<file path="src/rtl/div_mnbit_seq.sv">
// Sequential restoring divider: M-bit dividend / N-bit divisor, one quotient bit per clock.
// Optional self-check of quot*b + rem against a is enabled by defining DIV_CHECK_EN.
module div_mnbit_seq #(
  parameter int M = 8,
  parameter int N = 4
) (
  input  logic         clk,
  input  logic         rst,
  input  logic         start,
  input  logic [M-1:0] a,
  input  logic [N-1:0] b,
  output logic         ready,
  output logic         done,
  output logic [M-1:0] quot,
  output logic [N-1:0] rem,
  output logic         div_by_zero,
  output logic         check_err
);

  localparam int CW = $clog2(M);

  typedef enum logic [1:0] {IDLE, RUN, DONE} state_t;

  state_t        state, state_nx;
  logic [M-1:0]  dvd;
  logic [M-1:0]  qwork;
  logic [N:0]    prem;
  logic [N-1:0]  dsr;
  logic [CW-1:0] cnt;

  logic [N:0]    shifted;
  logic [N:0]    diff;
  logic [N:0]    prem_nx;
  logic          qbit;
  logic [M-1:0]  qwork_nx;
  logic          last;
  logic [N-1:0]  rem_dz;
  logic          chk_fail;

  // Divide-by-zero remainder is the low N bits of a, zero-extended when a is narrower.
  if (M >= N) begin : g_dz_wide
    assign rem_dz = a[N-1:0];
  end else begin : g_dz_narrow
    assign rem_dz = {{(N-M){1'b0}}, a};
  end

  always_comb begin
    shifted  = {prem[N-1:0], dvd[M-1]};
    diff     = shifted - {1'b0, dsr};
    qbit     = ~diff[N];
    prem_nx  = qbit ? diff : shifted;
    qwork_nx = {qwork[M-2:0], qbit};
    last     = (cnt == CW'(M - 1));
  end

`ifdef DIV_CHECK_EN
  logic [M-1:0]   a_hold;
  logic [M+N-1:0] recon;

  always_ff @(posedge clk) begin
    if (rst) begin
      a_hold <= '0;
    end else if (state == IDLE && start) begin
      a_hold <= a;
    end
  end

  always_comb begin
    recon    = (M+N)'(qwork_nx) * (M+N)'(dsr) + (M+N)'(prem_nx[N-1:0]);
    chk_fail = (recon != (M+N)'(a_hold));
  end
`else
  assign chk_fail = 1'b0;
`endif

  always_ff @(posedge clk) begin
    if (rst) begin
      state <= IDLE;
    end else begin
      state <= state_nx;
    end
  end

  always_comb begin
    state_nx = state;
    case (state)
      IDLE: if (start) state_nx = (b == '0) ? DONE : RUN;
      RUN:  if (last)  state_nx = DONE;
      DONE: state_nx = IDLE;
      default: state_nx = IDLE;
    endcase
  end

  always_comb begin
    ready = (state == IDLE);
    done  = (state == DONE);
  end

  // Working registers are separate from the result registers so results hold during RUN.
  always_ff @(posedge clk) begin
    if (rst) begin
      dvd         <= '0;
      qwork       <= '0;
      prem        <= '0;
      dsr         <= '0;
      cnt         <= '0;
      quot        <= '0;
      rem         <= '0;
      div_by_zero <= 1'b0;
      check_err   <= 1'b0;
    end else begin
      case (state)
        IDLE: begin
          if (start) begin
            dvd   <= a;
            dsr   <= b;
            prem  <= '0;
            qwork <= '0;
            cnt   <= '0;
            if (b == '0) begin
              quot        <= '1;
              rem         <= rem_dz;
              div_by_zero <= 1'b1;
              check_err   <= 1'b0;
            end
          end
        end
        RUN: begin
          dvd   <= dvd << 1;
          prem  <= prem_nx;
          qwork <= qwork_nx;
          cnt   <= cnt + 1'b1;
          if (last) begin
            quot        <= qwork_nx;
            rem         <= prem_nx[N-1:0];
            div_by_zero <= 1'b0;
            check_err   <= chk_fail;
          end
        end
        default: ;
      endcase
    end
  end

endmodule

</file>
<file path="config.mk">
export PLATFORM = sky130hd
export DESIGN_NAME = div_mnbit_seq
export DESIGN_NICKNAME = d
export VERILOG_FILES = /design/src/rtl/div_mnbit_seq.sv
export SDC_FILE = /design/constraint.sdc
export NUM_CORES = 1
export LEC_CHECK = 0
export BUFFER_PORTS_ARGS = -buffer_cell sky130_fd_sc_hd__buf_4
export CAP_MARGIN = 20
export CORE_MARGIN = 2
export CORE_UTILIZATION = 51
export CTS_BUF_LIST = sky130_fd_sc_hd__clkbuf_16
export CTS_CLUSTER_DIAMETER = 100
export DETAILED_ROUTE_END_ITERATION = 8
export GPL_ROUTABILITY_DRIVEN = 0
export PLACE_DENSITY_LB_ADDON = 0.25
export SLEW_MARGIN = 20
export SYNTH_ARGS = -nofsm -noshare
export SYNTH_HDL_FRONTEND = slang
export SYNTH_SLANG_ARGS = --single-unit
export TNS_END_PERCENT = 5
</file>
<file path="constraint.sdc">
create_clock -name clk -period 4.4 [get_ports clk]
set_input_delay 0.44 -clock clk [delete_from_list [all_inputs] [get_ports clk]]
set_output_delay 0.44 -clock clk [all_outputs]
set_load 0.01 [all_outputs]
</file>
==> results of run 1 <==
[report_power, final]
group          internal, mW  switching [mW]
combinational        0.0518          0.0714
sequential            0.388          0.0123
clock                 0.266           0.141
[layer usage]
metal,vias to the layer above,global-route usage,wire (um)
li1,767,-,-
met1,695,0.243,1690
met2,29,0.322,1760
met3,7,0.0417,152
met4,0,0.0718,55
met5,-,0,0
[synthesized netlist by cell type (2+ instances only)]
| cell | number | area, um^2 |
|---|---|---|
| nor2b_1 | 4 | 25.0 |
| nor2_2 | 2 | 12.5 |
| a31oi_1 | 2 | 12.5 |
| a211oi_2 | 7 | 87.6 |
| a21oi_1 | 7 | 35.0 |
| mux2i_1 | 6 | 60.1 |
| nor2_1 | 51 | 191 |
| a22oi_1 | 10 | 75.1 |
| buf_4 | 2 | 15.0 |
| nand3_1 | 2 | 10.0 |
| nand2b_1 | 5 | 31.3 |
| inv_1 | 5 | 18.8 |
| ha_1 | 6 | 75.1 |
| clkbuf_1 | 9 | 33.8 |
| dfxtp_1 | 41 | 821 |
| nand2_1 | 24 | 90.1 |
| a311oi_1 | 10 | 87.6 |
[state kept, by name, indices dropped and copies added (netlist names)]
register,count
dvd,8
quot,8
qwork,7
dsr,4
prem,4
rem,4
cnt,3
state,2
div_by_zero,1
[worst max path at each step]
stage                     startpoint  cells past startpoint  endpoint  slack [ns]
after floorplan               dvd[7]                      8    rem[2]        2.31
after global placement      state[0]                      4    rem[2]        2.26
after detailed placement      dvd[7]                      8    rem[2]        2.22
after CTS                     dvd[7]                      8    rem[2]        2.20
after global routing          dvd[7]                      8    rem[1]        2.06
final                         dvd[7]                      8    rem[2]        2.20
[cell type report]
cell class	count	area, um^2
fill	324	1340
multi-input combinational	151	978
sequential	41	821
timing repair buffer	29	218
clock buffer	5	125
tap	48	60.1
clock inverter	3	42.5
inverter	5	18.8
[cells by family after synthesis]
kind of cell,share of synthesized area
muxes,0.0398
other,0.00199
adders and majority gates,0.0505
DFF,0.436
and+or+nand+nor,0.216
xor gates and xnor gates,0.0133
buffers and inverters,0.0465
AOI/OAI and AO/OA,0.197
[stage by stage]
step | setup slack [ns] | util | cell area [um^2] | hold WS, ns
2_1_floorplan | 2.31 | - | 1880 | 0.454
3_3_place_gp | 2.26 | 0.581 | 2090 | 0.466
3_5_place_dp | 2.22 | 0.581 | 2090 | 0.470
4_1_cts | 2.20 | 0.627 | 2260 | 0.423
5_1_grt | 2.06 | 0.628 | 2260 | 0.444
6_report | 2.20 | 0.628 | 2260 | 0.423
[worst max-delay path, delay by kind of cell (launching register included)]
family	cells	cell delay (ns)
xor+xnor	1	0.21
compound gates	2	0.42
mux	1	0.34
simple gates	1	0.16
buf+inv	1	0.06
fa+ha+maj	2	0.60
flops	1	0.33
==> qor.csv, run 1 <==
stage;metric;value;unit
outcome;outcome;completed;
clock_tree;post-cts-setup-buffers;0;
routing;drt_iter0_markers;83;
timing;max_slew_margin;0.310;
placed_design;portBuffers;29;
power;ir_drop;250;uV
timing;fmax;0.455;GHz
layout;n_antenna_cell;0;
floorplan;core-area;3610;um^2
routing;postRouteAntennaNets;0;
critical_path;cp_max_fo;3;
synthesis;yosysSeqAreaShare;0.436;
synthesis;synth_edf_count;0;
layout;stdcell_count;282;
layout;drive_gt1_frac;0.231;
synthesis;synthCells;211;
critical_path;crit_chain;inv_1, ha_1, fa_1, nand2b_4, a21oi_2, xnor2_1, mux2_4, a311oi_2;
floorplan;start_util;0.523;
timing;worst_pin_slew;1.03;ns
critical_path;reg2reg_slack;2.20;ns
clock_tree;clock_path_buffers;2;
clock_tree;post_cts_resized;0;
hold_path;hp-class;in2reg;
routing;wl_per_cell;13.0;um
power;p_per_area;412;nW/um^2
timing;slew_violations;0;
floorplan;ios;31;
timing;tns;0;ns
critical_path;r2r_start;dvd[7];
floorplan;die_w;64.8;um
placed_design;place_inst;274;
grt;grt_pass1_wl;6250;um
timing;hold_violations;0;
grt;grt_max_degree;42;
critical_path;rr_endpoint;rem[2];
clock_tree;clk_latency;0.28;ns
synthesis;async_flop_share;0;
routing;routed_wl;3660;um
critical_path;end_kind;flop;
clock_tree;cts_hold_buf;0;
critical_path;worst_setup_path_start_kind;flop;
critical_path;r2r_cells;8;
flow_run;cap_violations;0;
synthesis;ys.flop_type;dfxtp_1;
hold_path;min_to;dsr[1];
timing;setup_violations;0;
critical_path;slowest_delay;0.39;ns
synthesis;ys_ff_latch;41;
routing;drc;0;
timing;rsz0062_at_grt;false;
floorplan;die_y;64.8;um
timing;finalCritPeriodShare;0.500;
routing;dr.pass1.iters;4;
hold_path;hold_start;b[1];
synthesis;synth_area_per_cell;8.93;um^2
grt;grt_pass1_vias;1371;
timing;min_period;2.20;ns
critical_path;crit_type;reg2reg;
power;p_leak;0.913;nW
layout;finalNetCount;255;
routing;vias_per_cell;5.31;
clock_tree;cts-root-buf;clkbuf_16;
clock_tree;cts_buffers;5;
critical_path;cp.arrival;2.39;ns
power;fin_total_pwr;0.931;mW
layout;layout_common_cells;nor2_1, dfxtp_1, buf_4, nand2_1;
grt;gr-total-overflow;0;
clock_tree;cts_tree;built;
clock_tree;clk_pin_slew;0.06;ns
floorplan;dieArea;4200;um^2
critical_path;slowest_stage;fa_1;
synthesis;yosysUniqueCellTypes;35;
layout;final_common_cell;nor2_1;
synthesis;mappedNetlistNets;233;
clock_tree;cts.sinks;41;
grt;grt_use_total;0.193;
placed_design;dp_hpwl;2450;um
timing;finalClockSkew;0.00600;ns
synthesis;syn_area;1880;um^2
hold_path;worstHoldPathCells;3;
layout;syn_to_final_growth;20.1;%
synthesis;ys_warn_count;0;
critical_path;cp_data_required_time;4.60;ns
clock_tree;h-tree-depth;2;
floorplan;rows;22;
grt;antenna_found_initial;0;
routing;vias;1498;
Note: power is estimated with default switching activity, not from simulation.
==> run 2: changes to the inputs <==
Clock period 4.4 ns to 2.1 ns, I/O delays scaled along.
==> run 2 against run 1 <==
Against the previous run: cell count rose by 3.5%; sequential power rose by 110%; worst setup slack got worse by 2.2 ns; total power rose by 120%; clock skew fell by 0.0021 ns; maximum frequency rose by 4.8%; clock-buffer cell count did not move; sequential share of layout area fell by 1.9 points; first-iteration DRC count rose by 47%; combinational power rose to 2.7 times the previous value; critical path depth did not move.
==> qor.csv, run 2 (synthesis results as in run 1) <==
stage;metric;value;unit
floorplan;die_y;64.8;um
power;fin_total_pwr;2.02;mW
routing;vias_per_cell;5.20;
routing;drt_iter0_markers;122;
floorplan;die_w;64.8;um
critical_path;worst_setup_path_start_kind;flop;
timing;max_slew_margin;0.579;
power;p_leak;0.967;nW
clock_tree;cts_hold_buf;0;
placed_design;place_ws;-0.0858;ns
placed_design;dpl_cell_area;2170;um^2
layout;n_antenna_cell;0;
power;p_per_area;847;nW/um^2
layout;finalInstanceArea;2390;um^2
placed_design;dp_hpwl;2640;um
grt;grt_pass1_vias;1445;
layout;stdcell_count;292;
clock_tree;clk_pin_slew;0.06;ns
layout;top_regs;dvd: 8 flops, quot: 8 flops, qwork: 7 flops;
grt;grt_use_total;0.204;
flow_run;cap_violations;0;
clock_tree;cts.sinks;41;
timing;slew_violations;0;
layout;syn_to_final_growth;26.8;%
layout;fin_util;0.663;
layout;nFillCells;300;
layout;layout_common_cells;nor2_1, dfxtp_1, buf_4, nand2_1;
routing;postRouteAntennaNets;0;
timing;hold_violations;0;
placed_design;place_inst;282;
layout;drive_gt1_frac;0.279;
routing;wl_per_cell;13.5;um
timing;worst_pin_slew;0.632;ns
clock_tree;cts_tree;built;
floorplan;rows;22;
critical_path;cp.arrival;2.29;ns
clock_tree;clk_latency;0.28;ns
layout;finalNetCount;265;
clock_tree;cts-root-buf;clkbuf_16;
floorplan;ios;31;
placed_design;portBuffers;29;
timing;finalClockSkew;0.00395;ns
timing;rsz0062_at_grt;true;
routing;routed_wl;3940;um
timing;worst_hold_slack;0.191;ns
timing;setup_slack;0.00256;ns
outcome;outcome;completed;
grt;grt_pass1_wl;6510;um
critical_path;cp_data_required_time;2.29;ns
hold_path;hp-class;in2reg;
critical_path;end_kind;flop;
floorplan;core-area;3610;um^2
critical_path;cp_max_fo;2;
power;ir_drop;463;uV
timing;setup_violations;0;
layout;final_common_cell;nor2_1;
critical_path;crit_type;reg2reg;
grt;gr-total-overflow;0;
floorplan;dieArea;4200;um^2
routing;vias;1519;
routing;dr.pass1.iters;4;
clock_tree;h-tree-depth;2;
clock_tree;cts_buffers;5;
timing;min_period;2.10;ns
timing;fmax;0.477;GHz
grt;antenna_found_initial;0;
routing;drc;0;
grt;grt_max_degree;42;
timing;tns;0;ns
floorplan;start_util;0.523;
clock_tree;clock_path_buffers;2;
timing;finalCritPeriodShare;0.999;
[run 2: changes by cell type in the layout (fill, tap and decap cells not counted), sizes merged]
cell | previous run | this run
buf | 29 | 39
clkinvlp | 0 | 1
inv | 6 | 5
[run 2: cell type report]
cell class / count / area [um^2] / share of cell area
tap: 48 / 60.1 / 0.0251
clock inverter: 3 / 41.3 / 0.0173
inverter: 5 / 18.8 / 0.00785
multi-input combinational: 151 / 1020 / 0.426
clock buffer: 5 / 125 / 0.0524
timing repair buffer: 39 / 305 / 0.128
sequential: 41 / 822 / 0.344
[run 2: report_power, final]
group          internal, mW  switching [mW]
combinational         0.159           0.172
clock                 0.556           0.295
sequential            0.814          0.0284
[run 2: worst max-delay path: stages (launching register included)]
cell      delay [ns]
dfxtp_2         0.33
inv_2           0.05
ha_4            0.16
fa_2            0.38
nand2b_4        0.16
a21oi_4         0.21
xnor2_2         0.16
mux2_4          0.33
a311oi_2        0.23
[run 2: layer usage]
| layer | part of all wire | global-route usage | up-vias | routed length (um) |
|---|---|---|---|---|
| met5 | 0 | 0 | - | 0 |
| met4 | 0.015 | 0.0878 | 0 | 59 |
| met3 | 0.033 | 0.0417 | 7 | 129 |
| met2 | 0.49 | 0.334 | 28 | 1930 |
| met1 | 0.46 | 0.260 | 701 | 1820 |
| li1 | - | - | 783 | - |
[run 2: what timing repair did]
action | CTS | global route
resized for setup | 4 | 4
pin swaps | 2 | 5
setup buffers | 1 | 1
setup endpoints to repair | 8 | 9
hold endpoints to repair | 0 | 0
[run 2: final timing paths]
path / start / endpoint / slack, ns / depth (start not counted)
setup / recovery: dvd[7] / rem[2] / 0.003 / 8
hold / removal: a[0] / dvd[0] / 0.19 / 3
setup reg to reg: dvd[7] / rem[2] / 0.003 / 8
hold reg to reg: div_by_zero / div_by_zero / 0.47 / 2
==> run 3: changes to the inputs <==
Settings changed: GPL_TIMING_DRIVEN set to 0.
Clock period 2.1 ns to 2 ns, I/O delays scaled along.
==> run 3 against run 2 <==
Against the previous run: the flow now finishes with violations (negative setup slack); wire length grew 9.1%; final area shrank 0.26%; sequential share of layout area grew 0.090 points; global-route usage grew 1.8 points; highest routed layer unchanged.
==> qor.csv, run 3 (synthesis results as in run 1) <==
stage;metric;value;unit
outcome;outcome;finished with violations;
outcome;violations;negative setup slack;
floorplan;core-area;3610;um^2
timing;max_slew_margin;0.546;
critical_path;cp_max_fo;2;
timing;fmax;0.483;GHz
timing;setup_violations;5;
routing;wl_per_cell;14.5;um
timing;slew_violations;0;
timing;hold_violations;0;
routing;routed_wl;4300;um
layout;drive_gt1_frac;0.261;
critical_path;crit_type;reg2reg;
power;p_sw;0.524;mW
clock_tree;clk_latency;0.28;ns
power;seqPwrFrac;0.420;
layout;final_common_cell;nor2_1;
routing;vias;1563;
timing;setup_slack;-0.0706;ns
clock_tree;cts_buffers;5;
layout;syn_to_final_growth;26.5;%
critical_path;path_delay_family;adder cells;
clock_tree;clk_pin_slew;0.06;ns
layout;finalNetCount;271;
critical_path;slowest_stage;fa_2;
placed_design;portBuffers;29;
timing;finalCritPeriodShare;1.04;
critical_path;cp.arrival;2.27;ns
layout;n_antenna_cell;0;
critical_path;crit_buf_inv;1;
grt;gr-total-overflow;0;
power;p_clk_frac;0.420;
power;ir_drop;567;uV
timing;min_period;2.07;ns
timing;finalClockSkew;0.00459;ns
critical_path;worst_setup_path_start_kind;flop;
routing;dr.pass1.iters;4;
power;power_frac_comb;0.159;
floorplan;rows;22;
grt;grt_pass1_vias;1519;
routing;vias_per_cell;5.26;
routing;drc;0;
critical_path;slowest_delay;0.34;ns
critical_path;cp_data_required_time;2.20;ns
clock_tree;cts-root-buf;clkbuf_16;
power;p_per_area;884;nW/um^2
power;fin_total_pwr;2.11;mW
hold_path;hp-class;in2reg;
clock_tree;clock_path_buffers;2;
routing;drt_iter0_markers;79;
placed_design;dp_hpwl;2930;um
grt;grt_use_total;0.222;
grt;grt_max_degree;13;
timing;rsz0062_at_grt;true;
layout;fin_util;0.661;
floorplan;dieArea;4200;um^2
grt;grt_pass1_wl;7000;um
power;swShare;0.249;
power;p_int;1.58;mW
clock_tree;cts_tree;built;
grt;antenna_found_initial;0;
flow_run;cap_violations;0;
layout;top_regs;dvd: 8 flops, quot: 8 flops, qwork: 7 flops;
critical_path;crit_chain;inv_2, ha_4, fa_2, nand2b_4, a21oi_4, xnor2_2, mux2_4, a311oi_2;
floorplan;start_util;0.523;
floorplan;die_y;64.8;um
timing;worst_pin_slew;0.681;ns
floorplan;die_w;64.8;um
clock_tree;cts.sinks;41;
power;p_leak;0.957;nW
layout;layout_common_cells;nor2_1, dfxtp_1, buf_4, nand2_1;
critical_path;end_kind;flop;
floorplan;ios;31;
clock_tree;h-tree-depth;2;
routing;postRouteAntennaNets;0;
run 3: timing repair:
action                     in CTS  in global routing
setup endpoints to repair       8                  9
pin swaps                       5                  2
setup buffers                   2                  0
resized for setup               4                  1
hold buffers                    0                  0
run 3: path summary, 6_finish.rpt:
kind,from,to,slack (ns),cells after the start
min,b[0],dsr[0],0.19,3
max,dvd[7],rem[2],-0.07,8
min reg2reg,prem[0],prem[0],0.48,2
max reg2reg,dvd[7],rem[2],-0.07,8
run 3: worst register-to-register path: cells and delay by family (launching register included):
family | cells | cell delay (ns)
buffers and inverters | 1 | 0.05
AOI/OAI and AO/OA | 2 | 0.44
and+or+nand+nor | 1 | 0.17
muxes | 1 | 0.34
DFF | 1 | 0.33
adders and majority gates | 2 | 0.49
xor gates and xnor gates | 1 | 0.16
run 3: final cells by class:
type | instances | area, um^2
fillers | 303 | 1220
multi-input cells | 151 | 1020
flip-flops and latches | 41 | 822
repair buffers | 31 | 233
clock buffers | 5 | 125
plain buffers | 14 | 68.8
well taps | 48 | 60.1
clock inverters | 2 | 35.0
inverters | 5 | 18.8
run 3: per-layer routing:
layer | vias to the layer above | global-route usage | part of all wire
li1 | 799 | - | -
met1 | 719 | 0.280 | 0.44
met2 | 37 | 0.371 | 0.49
met3 | 8 | 0.0521 | 0.045
met4 | 0 | 0.0798 | 0.017
met5 | - | 0 | 0
run 3: power by group through the flow:
stage	Combinational (mW)	Clock, mW	Sequential, mW
3_5_place_dp	0.305	0	0.900
5_1_grt	0.368	0.927	0.890
2_1_floorplan	0.217	0	0.895
6_report	0.336	0.885	0.885
4_1_cts	0.331	0.888	0.885
3_3_place_gp	0.300	0	0.898
run 3: through the flow:
stage                     TNS [ns]  setup slack (ns)  hold slack (ns)  cells  instance area (um^2)
final                       -0.261           -0.0706            0.189    297                  2380
after global routing        -0.593            -0.136            0.208    297                  2380
after CTS                   -0.257           -0.0766            0.189    297                  2380
after detailed placement    -0.677            -0.167            0.472    288                  2180
after global placement      -0.529            -0.140            0.460    288                  2180
after floorplan                  0            0.0129            0.347    211                  1900
